==> src/rtl/commit_trace_buffer.sv <==
// Commit trace buffer: captures retired-instruction records into a show-ahead
// FIFO, drains them over valid/ready, and signals done once halt has drained.
`ifndef DATA_MEM_DEPTH
`define DATA_MEM_DEPTH 10
`endif

module commit_trace_buffer #(
  parameter int DEPTH   = 16,
  parameter int DMEM_AW = `DATA_MEM_DEPTH,
  parameter int CNT_W   = 32
) (
  input  logic               clk,
  input  logic               rst,
  input  logic               commit,
  input  logic               commit_halt,
  input  logic [31:0]        commit_pc,
  input  logic [31:0]        commit_instr,
  input  logic               commit_reg_we,
  input  logic [4:0]         commit_reg_wa,
  input  logic [31:0]        commit_reg_wd,
  input  logic               commit_dmem_we,
  input  logic [DMEM_AW-1:0] commit_dmem_wa,
  input  logic [31:0]        commit_dmem_wd,
  output logic               out_valid,
  input  logic               out_ready,
  output logic [31:0]        out_pc,
  output logic [31:0]        out_instr,
  output logic               out_reg_we,
  output logic [4:0]         out_reg_wa,
  output logic [31:0]        out_reg_wd,
  output logic               out_dmem_we,
  output logic [DMEM_AW-1:0] out_dmem_wa,
  output logic [31:0]        out_dmem_wd,
  output logic               out_halt,
  output logic [CNT_W-1:0]   commit_cnt,
  output logic [CNT_W-1:0]   cycle_cnt,
  output logic [CNT_W-1:0]   drop_cnt,
  output logic               overflow,
  output logic               done
);

  localparam int AW = $clog2(DEPTH);
  localparam logic [AW:0] FULL_OCC = (AW+1)'(DEPTH);

  localparam logic [1:0] ST_RUN   = 2'd0;
  localparam logic [1:0] ST_DRAIN = 2'd1;
  localparam logic [1:0] ST_DONE  = 2'd2;

  typedef struct packed {
    logic [31:0]        pc;
    logic [31:0]        instr;
    logic               reg_we;
    logic [4:0]         reg_wa;
    logic [31:0]        reg_wd;
    logic               dmem_we;
    logic [DMEM_AW-1:0] dmem_wa;
    logic [31:0]        dmem_wd;
    logic               halt;
  } rec_t;

  rec_t             mem_q [DEPTH];
  rec_t             wr_rec;
  rec_t             head;
  logic [AW:0]      wr_ptr_q, wr_ptr_d;
  logic [AW:0]      rd_ptr_q, rd_ptr_d;
  logic [AW:0]      occ, occ_d;
  logic [1:0]       state_q, state_d;
  logic [CNT_W-1:0] commit_cnt_q, commit_cnt_d;
  logic [CNT_W-1:0] cycle_cnt_q, cycle_cnt_d;
  logic [CNT_W-1:0] drop_cnt_q, drop_cnt_d;
  logic             overflow_q, overflow_d;
  logic             full, empty, push, pop, drop, in_run;

  assign occ    = wr_ptr_q - rd_ptr_q;
  assign full   = (occ == FULL_OCC);
  assign empty  = (occ == '0);
  assign in_run = (state_q == ST_RUN);
  assign pop    = !empty && out_ready;
  assign push   = commit && in_run && (!full || pop);
  assign drop   = commit && in_run && full && !pop;

  assign wr_rec = '{pc: commit_pc, instr: commit_instr, reg_we: commit_reg_we,
                    reg_wa: commit_reg_wa, reg_wd: commit_reg_wd,
                    dmem_we: commit_dmem_we, dmem_wa: commit_dmem_wa,
                    dmem_wd: commit_dmem_wd, halt: commit_halt};

  always_comb begin
    wr_ptr_d     = wr_ptr_q + {{AW{1'b0}}, push};
    rd_ptr_d     = rd_ptr_q + {{AW{1'b0}}, pop};
    occ_d        = wr_ptr_d - rd_ptr_d;
    commit_cnt_d = commit_cnt_q + {{(CNT_W-1){1'b0}}, push};
    drop_cnt_d   = drop_cnt_q;
    overflow_d   = overflow_q || drop;
    cycle_cnt_d  = cycle_cnt_q;
    state_d      = state_q;
    if (drop && (drop_cnt_q != '1)) drop_cnt_d = drop_cnt_q + CNT_W'(1);
    if ((state_q != ST_DONE) && (cycle_cnt_q != '1)) cycle_cnt_d = cycle_cnt_q + CNT_W'(1);
    case (state_q)
      ST_RUN:   if (commit && commit_halt) state_d = ST_DRAIN;
      ST_DRAIN: if (occ_d == '0) state_d = ST_DONE;
      default:  state_d = ST_DONE;
    endcase
  end

  always_ff @(posedge clk or negedge rst) begin
    if (!rst) begin
      wr_ptr_q     <= '0;
      rd_ptr_q     <= '0;
      state_q      <= ST_RUN;
      commit_cnt_q <= '0;
      cycle_cnt_q  <= '0;
      drop_cnt_q   <= '0;
      overflow_q   <= 1'b0;
    end else begin
      wr_ptr_q     <= wr_ptr_d;
      rd_ptr_q     <= rd_ptr_d;
      state_q      <= state_d;
      commit_cnt_q <= commit_cnt_d;
      cycle_cnt_q  <= cycle_cnt_d;
      drop_cnt_q   <= drop_cnt_d;
      overflow_q   <= overflow_d;
    end
  end

  // NOTE: record storage has no reset; stale entries are unreachable because
  // out_valid depends only on the reset pointers.
  always_ff @(posedge clk) begin
    if (push) mem_q[wr_ptr_q[AW-1:0]] <= wr_rec;
  end

  assign head        = mem_q[rd_ptr_q[AW-1:0]];
  assign out_valid   = !empty;
  assign out_pc      = head.pc;
  assign out_instr   = head.instr;
  assign out_reg_we  = head.reg_we;
  assign out_reg_wa  = head.reg_wa;
  assign out_reg_wd  = head.reg_wd;
  assign out_dmem_we = head.dmem_we;
  assign out_dmem_wa = head.dmem_wa;
  assign out_dmem_wd = head.dmem_wd;
  assign out_halt    = head.halt;
  assign commit_cnt  = commit_cnt_q;
  assign cycle_cnt   = cycle_cnt_q;
  assign drop_cnt    = drop_cnt_q;
  assign overflow    = overflow_q;
  assign done        = (state_q == ST_DONE);

endmodule

==> config.mk <==
export PLATFORM = sky130hd
export DESIGN_NAME = commit_trace_buffer
export DESIGN_NICKNAME = d
export VERILOG_FILES = /design/src/rtl/commit_trace_buffer.sv
export SDC_FILE = /design/constraint.sdc
export NUM_CORES = 2
export LEC_CHECK = 0
export CAP_MARGIN = 20
export CORE_MARGIN = 2
export CORE_UTILIZATION = 40
export CTS_CLUSTER_SIZE = 25
export DETAILED_ROUTE_END_ITERATION = 16
export GPL_TIMING_DRIVEN = 0
export SLEW_MARGIN = 25
export SYNTH_ARGS = -nofsm -noshare
export SYNTH_HDL_FRONTEND = slang
export SYNTH_SLANG_ARGS = --single-unit
==> constraint.sdc <==
create_clock -name clk -period 26 [get_ports clk]
set_clock_uncertainty 0.1 [all_clocks]
set_input_delay 6.5 -clock clk [delete_from_list [all_inputs] [get_ports clk]]
set_output_delay 6.5 -clock clk [all_outputs]
set_load 0.02 [all_outputs]
# After elaboration in Yosys (flattened, before gate mapping)
# Memories as Yosys holds them, arrays and structs flattened.
# Cells that the tools add are included.
op_classes:
  n_addsub: 7
  n_eq_ne: 8
  muxes: 5
  n_reduce_logical: 17
op_table:
  columns: ["op", "n"]
  rows:
  - ["32-bit by 1-bit adder with 32-bit output (second input constant)", 2]
  - ["32-bit != test (second input constant)", 2]
  - ["32-bit by 1-bit adder with 32-bit output", 1]
  - ["5-bit by 1-bit adder with 5-bit output", 2]
  - ["5-bit zero test", 2]
  - ["5-bit subtractor", 2]
  - ["1-bit logical AND", 8]
  - ["5-bit == test (second input constant)", 1]
  - ["2-bit two-way mux", 2]
  - ["2-bit != test (second input constant)", 2]
  - ["2-bit case mux with 2 select lines", 1]
  - ["1-bit zero test", 3]
  - ["2-bit by 1-bit == test with 1-bit output (second input constant)", 1]
  - ["2-bit == test (second input constant)", 1]
  - ["2-bit zero test", 1]
  - ["1-bit logical OR", 2]
  - ["1-bit two-way mux", 2]
  - ["2-bit by 1-bit != test with 1-bit output (second input constant)", 1]
  - ["2-bit AND reduction", 1]
totals:
  ff_bits: 109
  mem_bits_rw: 2336
  in_bits: 150
  out_inout_bits: 245
  wordCells: 45
  n_memories: 1
mem_list:
  columns: ["name", "words", "word_bits", "rd", "rd_clocked_by_memory_dff", "write_ports", "line_no", "text"]
  rows:
  - ["mem_q", 16, 146, 1, 0, 1, "61", "rec_t mem_q [DEPTH];"]

# Depth between registers and ports, before layout
logic_depth:
  depth_word: 11
  depth_mapped: 23
  ltp_nobuf: 18

# Least setup slack after synthesis
# OpenSTA, ideal clock, no wires.
synth_path:
  path_type: "input -> register"
  startpoint: "input port commit"
  endpoint: "memory mem_q[12][0] in the netlist's numbering (enable)"
  setup_ps: 1062
  arrival_time_ps: 21846
  t_required_ps: 24838
  setup_slack_ps: 2992
  cell_stages: 3
  path_buffers: 0
  cell_sequence: "nor3b_1 > nand2_1 > nor4b_1"
synth_between:
  elab_chain_len: 4
synth_lines:
  columns: ["item", "line_no", "text"]
  rows:
  - ["start, declared", "14", "input logic commit,"]
  - ["1-bit logical AND (2 in a row)", "79", "assign push = commit && in_run && (!full || pop);"]
  - ["1-bit two-way mux", "128", "if (push) mem_q[wr_ptr_q[AW-1:0]] <= wr_rec;"]
  - ["1-bit two-way mux (not written as such)", "128", null]
  - ["end, declared", "61", null]
# Every way passes these cells.

# Worst setup path after layout
layout_path:
  startpoint: "register rd_ptr_q[1]"
  endpoint: "output port out_valid"
layout_between:
  elab_chain_len: 3
layout_lines:
  columns: ["item", "line_no", "text"]
  rows:
  - ["start, declared", "65", "logic [AW:0] rd_ptr_q, rd_ptr_d;"]
  - ["start signal, assigned", "116", "rd_ptr_q <= rd_ptr_d;"]
  - ["5-bit subtractor", "74", "assign occ = wr_ptr_q - rd_ptr_q;"]
  - ["5-bit zero test", "76", "assign empty = (occ == '0);"]
  - ["1-bit zero test", "132", "assign out_valid = !empty;"]
  - ["end, declared", "24", "output logic out_valid,"]
# Every way passes these cells.

==> impl_metrics.json <==
{
  "slew_headroom_pct": 31.4,
  "dp_slack_ps": 14990,
  "worst_pin_slew_ps": 1030,
  "fmax_mhz": 83.9,
  "setup_ws_ps": 14090,
  "die_w_um": 486,
  "drt_iter0_drc": 4776,
  "drt-pass1-iter-count": 7,
  "fin_setup_tns_ps": 0,
  "cts_made_buffers": 276,
  "start_util_pct": 40.3,
  "synth_nets": 4017,
  "final_antenna_net_count": 0,
  "cts_max_path_buffers": 4,
  "drc": 0,
  "io_pins": 395,
  "synth-edff-count": 2336,
  "synth_top_area_share_pct": 75.6,
  "cts_tree": "yes",
  "critPathMaxFanout": 10,
  "rsz0062_at_grt": "false",
  "grt_pass1_vias": 47000,
  "syn_area_mm2": 0.0928,
  "power_leakage_nw": 37.6,
  "grt_max_degree": 86,
  "path_clk_slew_ps": 60,
  "drive_gt1_share_pct": 33.4,
  "yosys-top-cells-area": "edfxtp_1, mux4_2, dfrtp_1",
  "setup_viol": 0,
  "via_count": 45900,
  "area_delta_synth_final_pct": 21.7,
  "synth_most_common_cell": "edfxtp_1",
  "async_reset_ff_share_pct": 4.46,
  "yosysSeqAreaShare_pct": 78.5,
  "drv_slew": 0,
  "die_h_um": 486,
  "clock-sinks": 2445,
  "endpoint_kind": "primary output",
  "reg2reg_slack_ps": 18860,
  "io_buffer_count": 394,
  "total_power_mw": 12.3,
  "ctsResizeCount": 0,
  "dp_cells": 7838,
  "core_area_mm2": 0.230,
  "synth_flop_cell": "edfxtp_1",
  "cts-root-buf": "clkbuf_16",
  "antenna_found_initial": 57,
  "drt_wl_total_um": 243000,
  "die-area_mm2": 0.236,
  "synth.ff_latch_count": 2445,
  "worstSetupPathType": "reg -> out",
  "ys_types": 45,
  "min_path_type": "reg -> reg",
  "grt_pass1_wl_um": 345000,
  "powerDensity_mw_per_mm2": 109,
  "wl_per_cell_um": 29.2,
  "grt_overflow_total": 0,
  "htreeDepth": 5,
  "run_status": "completed",
  "ys_warn_count": 0,
  "grtUsageTotal_pct": 20.5,
  "num-nets-final": 5257,
  "synthCells": 3851,
  "avgSynthCellArea_um2": 24.1,
  "post_dp_cell_area_mm2": 0.105,
  "maxCapViolCount": 0,
  "crit_path_start_kind": "flip-flop",
  "period_minus_slack_ps": 11910,
  "rows": 176,
  "insertion_delay_ps": 920,
  "cts_setup_buffers": 0,
  "stdcell_area_mm2": 0.113,
  "peakVddDrop_uv": 69.2,
  "synth_top_cell_by_area": "edfxtp_1",
  "timing.final.hold_violations": 0,
  "ys_top_cells_by_count": "edfxtp_1, mux4_2, nand2_1, dfrtp_1, clkbuf_1",
  "finalNonFillerCells": 8318,
  "place_hpwl_um": 170000,
  "min_period_over_period_pct": 45.8,
  "postCtsHoldBufs": 0,
  "critPathArrivalTime_ps": 5310,
  "place_congestion": 0.748,
  "cp.required_ps": 19400,
  "via_per_inst": 5.52
}
registers in the layout (all words and copies together), names as in the netlist:
name,cells
mem_q,2336
commit_cnt,32
cycle_cnt,32
drop_cnt,32
rd_ptr_q,5
wr_ptr_q,5
state_q,2
overflow,1
kinds of logic (layout without fill, tap and decap cells):
logic type / count (synthesis) / after routing / synth area share [%]
xor+xnor: 104 / 104 / 0.996
simple gates: 340 / 340 / 1.88
fa+ha+maj: 16 / 16 / 0.216
buf+inv: 197 / 1627 / 0.855
mux: 712 / 712 / 17.2
other cells: 0 / 11 / 0
compound gates: 37 / 37 / 0.276
flops: 2445 / 2445 / 78.5
where the power goes:
group	internal, mW	switching [mW]
clock	2.13	1.50
combinational	1.80	2.21
sequential	4.56	0.0635
total	8.48	3.77
layout by cell type, fill, tap and decap left out, drive strengths merged, types with 2 or more instances in the layout:
master	synthesis	final
nor3	31	31
nor4b	5	5
a31oi	21	21
nor2b	3	3
nand2	135	135
dfrtp	109	109
and3	38	38
or2	5	5
a41oi	2	2
mux4	709	709
nand3	40	40
and4	5	5
inv	19	26
and2	3	3
xnor2	58	58
a21oi	5	5
nor2	26	26
ha	16	16
bufinv	0	15
clkinvlp	0	5
clkbuf	98	442
diode	0	11
xor2	45	45
nand4	20	20
nand2b	8	8
edfxtp	2336	2336
clkdlybuf4s50	0	393
nor4	15	15
buf	80	648
nor3b	3	3
clkinv	0	98
mux2	3	3
layout make-up:
| cell class | count | area [µm²] |
|---|---|---|
| plain buffers | 178 | 792 |
| clock buffers | 343 | 7290 |
| well taps | 3026 | 3790 |
| flip-flops and latches | 2445 | 72900 |
| multi-input cells | 1209 | 19200 |
| repair buffers | 962 | 7860 |
| fillers | 18500 | 117000 |
| clock inverters | 125 | 1010 |
| inverters | 19 | 71.3 |
| diodes | 11 | 27.5 |
worst paths after layout:
path | from | to | depth (start not counted)
worst min register to register | commit_cnt[31] | commit_cnt[31] | 1
min in group asynchronous | rst | drop_cnt[16] | 1
worst max-delay path | rd_ptr_q[1] | out_valid | 11
max in group asynchronous | rst | wr_ptr_q[4] | 2
worst max register to register | rd_ptr_q[1] | state_q[1] | 22
worst min-delay path | commit_cnt[31] | commit_cnt[31] | 1
per-layer routing:
metal,share of wire (%),wire length (µm),GRT usage [%],vias to the layer above
li1,-,-,-,19000
met1,42,101000,28.3,24800
met2,48,117000,32.6,1716
met3,7.1,17200,4.38,415
met4,3.0,7400,6.75,42
met5,0.10,255,0,-
critical path, stage by stage (launching register included):
cell and delay (ps):
dfrtp_1 350, clkbuf_1 220, clkbuf_1 760, buf_1 550, inv_1 180, clkbuf_1 450
ha_1 370, a21oi_1 210, nand2_1 110, o31ai_1 300, nand2_1 100, clkdlybuf4s50_1 800
stage by stage:
stage,hold slack (ps),util [%]
2_1_floorplan,350,-
3_3_place_gp,362,43.6
3_5_place_dp,373,45.4
4_1_cts,388,49.0
5_1_grt,394,49.0
6_report,381,49.0
Power figures use the tool's default switching activity.
